==> config.mk <==
export PLATFORM = sky130hd
export DESIGN_NAME = hour_display_ctrl
export DESIGN_NICKNAME = d
export VERILOG_FILES = /design/src/rtl/hour_display_ctrl.sv
export SDC_FILE = /design/constraint.sdc
export NUM_CORES = 1
export LEC_CHECK = 0
export ABC_AREA = 1
export CORE_UTILIZATION = 35
export CTS_BUF_LIST = sky130_fd_sc_hd__clkbuf_4 sky130_fd_sc_hd__clkbuf_8
export CTS_CLUSTER_SIZE = 25
export DETAILED_ROUTE_END_ITERATION = 6
export HOLD_SLACK_MARGIN = 0.15
export PLACE_DENSITY_LB_ADDON = 0.25
export SETUP_SLACK_MARGIN = 0.15
export SYNTH_ARGS = -nofsm -noshare
export SYNTH_HDL_FRONTEND = slang
export SYNTH_SLANG_ARGS = --single-unit
==> constraint.sdc <==
create_clock -name clk -period 1.8 [get_ports clk]
set_clock_uncertainty 0.2 [all_clocks]
set_input_delay 0.45 -clock clk [delete_from_list [all_inputs] [get_ports clk]]
set_output_delay 0.45 -clock clk [all_outputs]
set_load 0.1 [all_outputs]
==> src/rtl/hour_display_ctrl.sv <==
// Converts the mod-12 hour count into 12-hour BCD digits with AM/PM, day count and error flags.
// Optional 7-segment outputs are enabled by defining SEG7_EN.
module hour_display_ctrl #(
    parameter int unsigned DAY_W   = 4,
    parameter int unsigned DAY_MAX = 9
) (
    input  logic             clk,
    input  logic             rst,
    input  logic [3:0]       cnt_in,
    output logic [3:0]       hr_tens,
    output logic [3:0]       hr_units,
    output logic             pm,
    output logic [DAY_W-1:0] day_cnt,
    output logic             wrap_pulse,
    output logic             skip_err,
    output logic             range_err
`ifdef SEG7_EN
    ,
    output logic [6:0]       seg_tens,
    output logic [6:0]       seg_units
`endif
);

    localparam int unsigned HR_W = 4;

    typedef enum logic [1:0] {
        S_WAIT,
        S_TRACK,
        S_FAULT
    } state_t;

    state_t          state;
    logic [HR_W-1:0] prev;

    logic            valid_c;
    logic [HR_W-1:0] next_hr_c;
    logic [HR_W-1:0] tens_c;
    logic [HR_W-1:0] units_c;
    logic            last_day_c;

    // Active-low gfedcba pattern for one BCD digit.
    function automatic logic [6:0] seg7(input logic [3:0] d);
        case (d)
            4'd0:    seg7 = 7'h40;
            4'd1:    seg7 = 7'h79;
            4'd2:    seg7 = 7'h24;
            4'd3:    seg7 = 7'h30;
            4'd4:    seg7 = 7'h19;
            4'd5:    seg7 = 7'h12;
            4'd6:    seg7 = 7'h02;
            4'd7:    seg7 = 7'h78;
            4'd8:    seg7 = 7'h00;
            4'd9:    seg7 = 7'h10;
            default: seg7 = 7'h7F;
        endcase
    endfunction

    // Sample validity, expected successor and 12-hour digit decode of cnt_in.
    always_comb begin
        valid_c    = (cnt_in < HR_W'(12));
        next_hr_c  = (prev == HR_W'(11)) ? HR_W'(0) : prev + HR_W'(1);
        tens_c     = HR_W'(0);
        units_c    = cnt_in;
        last_day_c = (day_cnt == DAY_W'(DAY_MAX));
        if (cnt_in == HR_W'(0)) begin
            tens_c  = HR_W'(1);
            units_c = HR_W'(2);
        end else if (cnt_in >= HR_W'(10)) begin
            tens_c  = HR_W'(1);
            units_c = cnt_in - HR_W'(10);
        end
    end

    always_ff @(posedge clk or posedge rst) begin
        if (rst) begin
            state      <= S_WAIT;
            prev       <= HR_W'(0);
            hr_tens    <= HR_W'(1);
            hr_units   <= HR_W'(2);
            pm         <= 1'b0;
            day_cnt    <= DAY_W'(0);
            wrap_pulse <= 1'b0;
            skip_err   <= 1'b0;
            range_err  <= 1'b0;
`ifdef SEG7_EN
            seg_tens   <= 7'h79;
            seg_units  <= 7'h24;
`endif
        end else begin
            wrap_pulse <= 1'b0;
            if (!valid_c) begin
                state     <= S_FAULT;
                range_err <= 1'b1;
            end else if (state != S_TRACK || cnt_in != prev) begin
                // Any accepted new value updates the digits; only TRACK checks continuity.
                state    <= S_TRACK;
                prev     <= cnt_in;
                hr_tens  <= tens_c;
                hr_units <= units_c;
`ifdef SEG7_EN
                seg_tens  <= (tens_c == HR_W'(0)) ? 7'h7F : seg7(tens_c);
                seg_units <= seg7(units_c);
`endif
                if (state == S_TRACK) begin
                    if (cnt_in != next_hr_c) begin
                        skip_err <= 1'b1;
                    end else if (prev == HR_W'(11)) begin
                        wrap_pulse <= 1'b1;
                        pm         <= ~pm;
                        if (pm) begin
                            day_cnt <= last_day_c ? DAY_W'(0) : day_cnt + DAY_W'(1);
                        end
                    end
                end
            end
        end
    end

endmodule

==> flow_metrics.env <==
export IMPL_status="complete, but fails checks"
export IMPL_violations="negative setup slack"
export IMPL_synth_top_cells_by_count="51 x nand2_1, 17 x dfrtp_1, 14 x inv_1"
export IMPL_cts_tree="built"
export IMPL_regArea_um2=484.2
export IMPL_cpPeakStageDelay_ns=0.45
export IMPL_cp_data_required_time_ns=1.80
export IMPL_path_max_fanout=5
export IMPL_synth_top_area_cell="dfrtp_1"
export IMPL_critPathCaptureType="flip-flop"
export IMPL_synthCells=151
export IMPL_n_fill_cell=270
export IMPL_cts_root_buf="clkbuf_4"
export IMPL_utilization_pct=57.98
export IMPL_cts_hold_buffers_added=0
export IMPL_viasPerCell=4.781
export IMPL_synth_area_um2=1165
export IMPL_antenna_cells=0
export IMPL_h_tree_depth=1
export IMPL_num_vias=1133
export IMPL_irDropWorstVdd_mv=0.4688
export IMPL_syn_avg_cell_area_um2=7.714
export IMPL_dp_hpwl_um=1950
export IMPL_ys_seq_area_share_pct=41.03
export IMPL_synth_cell_types=28
export IMPL_power_leakage_nw=0.9015
export IMPL_fp_dieW_um=59.69
export IMPL_report_final_hold_viol_count=0
export IMPL_die_area_um2=3563
export IMPL_wirelength_um=2722
export IMPL_rows=20
export IMPL_synth_edf_count=0
export IMPL_drtIter0Drc=36
export IMPL_grtUsageTotal_pct=16.68
export IMPL_power_density_nw_per_um2=733.7
export IMPL_gr_total_overflow=0
export IMPL_ant_nets=0
export IMPL_fin_crit_sh_pct=103.1
export IMPL_drt_first_pass_iters=4
export IMPL_path_class="flip-flop to flip-flop"
export IMPL_cts_made_buffers=3
export IMPL_grt_max_degree=20
export IMPL_cts_sinks=19
export IMPL_synth_most_common_cell="nand2_1"
export IMPL_drive_gt1_share_pct=39.90
export IMPL_min_path_type="primary input to asynchronous set/reset pin"
export IMPL_slew_violations=0
export IMPL_slowest_stage="dfrtp_1"
export IMPL_yosys_warnings=0
export IMPL_rsz0062_at_grt="yes"
export IMPL_grt_antenna_before_repair=0
export IMPL_setup_viol=4
export IMPL_setup_slack_ns=-0.05605
export IMPL_clk_latency_ns=0.31
export IMPL_syn2layout_area_growth_pct=54.46
export IMPL_initial_core_util_pct=37.54
export IMPL_cp_data_arrival_time_ns=1.86
export IMPL_synthFlopType="dfrtp_1"
export IMPL_globalplace_congestion=0.8657
export IMPL_cts_buffer_depth=2
export IMPL_core_area_um2=3103
export IMPL_path_cells="ha_4 > xnor2_2 > nand2_1 > nor2_2 > nand2_2 > nor2_8 > buf_4 > buf_6 > o21bai_1"
export IMPL_synth_top_area_share_pct=36.52
export IMPL_ys_ff_latch=19
export IMPL_yosys_top_cells_area="dfrtp_1 37%, nand2_1 16%, dfstp_2 4.5%"
export IMPL_io_pin_count=22
export IMPL_async_flop_share_pct=100.0
export IMPL_route_detailed_wl_per_inst_um=11.49
export IMPL_start_kind="flip-flop"
export IMPL_min_period_ns=1.856
export IMPL_max_freq_mhz=538.8
export IMPL_remaining_drc_errors=0
export IMPL_grt_pass1_vias=1034
export IMPL_rrSetupSlack_ns=-0.06
export IMPL_multi_input_area_um2=658.1
export IMPL_fp_dieH_um=59.69
export IMPL_maxCapViolCount=0
export IMPL_fin_nets=203
export IMPL_clk_pin_slew_ns=0.12
export IMPL_numPortBuffers=18
export IMPL_place_ws_ns=-0.3905
export IMPL_grt_pass1_wl_um=4478
[per-layer routing]
metal,share of wire [%],wire [um],vias up,track usage (%)
met5,0,0,-,0
met4,1.4,37,0,7.641
met3,6.1,165,5,1.948
met2,49,1327,32,25.08
met1,44,1192,536,23.91
li1,-,-,560,-
[final timing paths]
check	start	end	cells after the start
max in group asynchronous	rst	hr_tens[0]$_DFFE_PP1P_	3
worst max register to register	prev[0]$_DFFE_PP0P_	skip_err$_DFFE_PP0P_	9
worst min-delay path	rst	hr_units[0]$_DFFE_PP0P_	3
worst max-delay path	prev[0]$_DFFE_PP0P_	skip_err$_DFFE_PP0P_	9
worst min register to register	hr_units[1]$_DFFE_PP1P_	hr_units[1]$_DFFE_PP1P_	2
min in group clk	hr_units[1]$_DFFE_PP1P_	hr_units[1]$_DFFE_PP1P_	2
[cells in the final DEF (no fill, tap or decap), drive strengths merged]
master / netlist / final
a21oi: 4 / 4
a31oi: 1 / 1
buf: 3 / 33
clkbuf: 0 / 3
clkdlybuf4s50: 0 / 1
clkinv: 2 / 3
conb: 1 / 3
dfrtp: 17 / 17
dfstp: 2 / 2
dlygate4sd2: 0 / 4
ha: 3 / 3
inv: 19 / 20
nand2: 55 / 55
nand3: 10 / 10
nand4: 5 / 5
nor2: 14 / 14
nor3: 1 / 1
o21ai: 6 / 6
o21bai: 3 / 3
or2: 2 / 2
xnor2: 2 / 2
xor2: 1 / 1
[sequential cells by signal, indices dropped and copies added, names as in the netlist]
signal,cells
state,2
hr_tens,1
range_err,1
skip_err,1
prev,4
pm,1
hr_units,4
wrap_pulse,1
day_cnt,4
[power breakdown]
group          internal, mW  switching [mW]  leakage (nW)  total, mW
combinational         0.217           0.367         0.665      0.584
sequential            0.465          0.0404         0.219      0.505
clock                0.0830           0.148        0.0177      0.231
total                 0.765           0.555         0.902       1.32
[worst max-delay path, delay by kind of cell, from the launching register on]
kind                     cells  cell delay [ns]
buffers and inverters        2             0.21
flip-flops                   1             0.45
AND/OR/NAND/NOR              4             0.46
adder cells (fa/ha/maj)      1             0.29
XOR/XNOR                     1             0.10
AO/OA/AOI/OAI                1             0.05
[per-stage QoR]
stage | area (um^2) | power [mW] | instances | hold slack, ns | setup TNS [ns]
after floorplan | 1176 | 0.8487 | 153 | 0.1994 | 0
after global placement | 1632 | 1.020 | 227 | 0.3143 | -4.858
after detailed placement | 1632 | 1.026 | 227 | 0.3116 | -5.266
after CTS | 1677 | 1.254 | 233 | 0.2694 | -0.1701
after global routing | 1799 | 1.376 | 237 | 0.3046 | -1.038
final | 1799 | 1.320 | 237 | 0.2541 | -0.1341
[repair_timing]
item | in CTS | in global routing
setup buffers | 2 | 3
pin swaps | 5 | 15
gates resized for setup | 7 | 23
setup endpoints to repair | 19 | 19
cloned | 0 | 1
[final cells by class]
class | count | share of cell area (%)
multi-input combinational | 110 | 36.58
sequential | 19 | 26.91
timing repair buffer | 38 | 26.36
inverter | 21 | 5.076
tap | 44 | 3.060
clock buffer | 3 | 1.252
timing repair inverter | 1 | 0.4868
clock inverter | 1 | 0.2782
[cell families after synthesis]
kind of cell / share of synthesized area (%)
buffers and inverters: 9.130
flip-flops: 41.03
other: 0.3219
AND/OR/NAND/NOR: 37.27
adder cells (fa/ha/maj): 3.223
AO/OA/AOI/OAI: 6.766
XOR/XNOR: 2.256
Note: power is estimated with default switching activity, not from simulation.
==> variant: new RTL, same settings <==
Set the parameter `DAY_W` to 6 (it was 4).
--- a/src/rtl/hour_display_ctrl.sv
+++ b/src/rtl/hour_display_ctrl.sv
@@ -3,3 +3,3 @@
 module hour_display_ctrl #(
-    parameter int unsigned DAY_W   = 4,
+    parameter int unsigned DAY_W   = 6,
     parameter int unsigned DAY_MAX = 9
Interface: changed (resized day_cnt); port bits go from 22 to 24. The function was not compared with the original's and may differ.
==> variant against the unedited design <==
- clock power rose by 8%
- worst setup slack improved by 0.074 ns
- critical path depth rose by 1
- power rose by 4.0%
- synthesized cell count rose by 9.9%
- wire length rose by 16%
- largest cell class unchanged
- design area rose by 10%
- count of clock-buffer cells in the layout rose by 1
- synthesized area rose by 9.6%
- non-clock buffer count rose by 7
- sequential cell count rose by 2
- core utilization rose by 0.11 points
- first-iteration DRC count did not move
==> variant: results (changes against the unedited design) <==
metric,value,unit,change
ff2ff_setup_slack,0.02,ns,+0.07 ns
ir_worst_vdd,0.0004899,V,+4.5%
routed_wl,3159,um,+16%
clkTransAtPathRegs,0.12,ns,about the same
grt_use_total,16.95,%,+0.27 points
worstPathArrival,1.79,ns,-0.07 ns
nFillCells,316,,+17%
ys_async_sr_fraction,100.0,%,unchanged
antenna_found_initial,0,,unchanged
grt_max_degree,22,,+10%
ys_warn_count,0,,unchanged
firstDrtPassIters,4,,unchanged
synthTopCellsByArea,"dfrtp_1 37%, nand2_1 16%, inv_1 5.6%, ha_1 4.9%, dfstp_2 4.1%",,
drt-met1-wl,1283,um,+7.6%
p_leak,0.9785,nW,+8.5%
hold_path.class,in2async,,
status,"finished, final reports clean",,
r2r_cells,10,,+1
io_buffers,20,,+2
slowest_stage,dfrtp_2,,
holdWs,0.2501,ns,-0.004021 ns
crit_end,day_cnt[2]$_DFFE_PP0P_,,
vias,1241,,+9.5%
place_hpwl,2267,um,+16%
max_stage_delay,0.43,ns,-0.02 ns
n_antenna_cell,0,,unchanged
wl_met3,162,um,-1.8%
r2r_start,prev[1]$_DFFE_PP0P_,,
wl_met2,1667,um,+26%
cp_max_fo,8,,+3
globalplace.congestion,0.8428,,-2.6%
cp-start-kind,register,,
grt_pass1_wl,5333,um,+19%
clockBufferDepth,2,,unchanged
synthTopCellsByCount,"56 x nand2_1, 19 x dfrtp_1, 19 x inv_1",,
synth_cell_types,26,,-7.1%
drive_gt1_share,42.99,%,+3.1 points
postPlaceCellArea,1832,um2,+12%
top_regs,"day_cnt: 6 flops, hr_units: 4 flops, prev: 4 flops",,
final_net_count,226,,+11%
htree_levels,1,,unchanged
grt_pass1_vias,1268,,+23%
root_buffer,clkbuf_4,,
ys_seq_area_share,41.37,%,+0.34 points
[variant: cell count changes after synthesis, sizes merged, moves of 2 or more]
cell and delta:
inv +7, nor2 -6, nand2 +5, o21ai +5, xor2 +3, a21oi -2
clkinv -2, dfrtp +2, ha +2, nand3 +2, nor3 +2, o21bai -2
[variant: cells by family after synthesis]
group,Yosys count,synth area share [%]
simple gates,90,34.41
buf+inv,29,9.412
xor+xnor,5,3.431
other cells,1,0.2938
fa+ha+maj,5,4.902
compound gates,15,6.177
flops,21,41.37
[variant: metrics by stage]
stage	power [mW]	worst slack (ns)	utilization (%)	instances
floorplan	0.8991	0.1379	-	168
global placement	1.076	-0.4097	53.63	247
detailed placement	1.084	-0.4185	53.63	247
CTS	1.351	0.06072	56.34	257
global route	1.434	-0.06912	58.10	260
finish	1.373	0.01823	58.10	260
[variant: metal layers]
metal,vias up,global-route usage [%]
li1,614,-
met1,577,20.05
met2,43,30.63
met3,7,2.920
met4,0,6.105
met5,-,0
[variant: what timing repair did]
action,CTS,global route
hold buffers,0,0
setup endpoints to repair,25,25
resized for setup,12,17
endpoints found under the hold margin,0,0
pin swaps,14,5
setup buffers,6,3
[variant: area by class of cell]
class | instances | area (um2) | area share [%]
Multi-Input combinational cell | 118 | 701.9 | 35.37
Sequential cell | 21 | 553.0 | 27.87
Timing Repair Buffer | 45 | 536.8 | 27.05
Inverter | 26 | 105.1 | 5.296
Tap cell | 46 | 57.56 | 2.900
Clock buffer | 4 | 30.03 | 1.513
[variant: where the power goes]
part / internal (mW) / switching (mW)
Sequential: 0.512 / 0.0412
Clock: 0.102 / 0.147
Combinational: 0.203 / 0.368
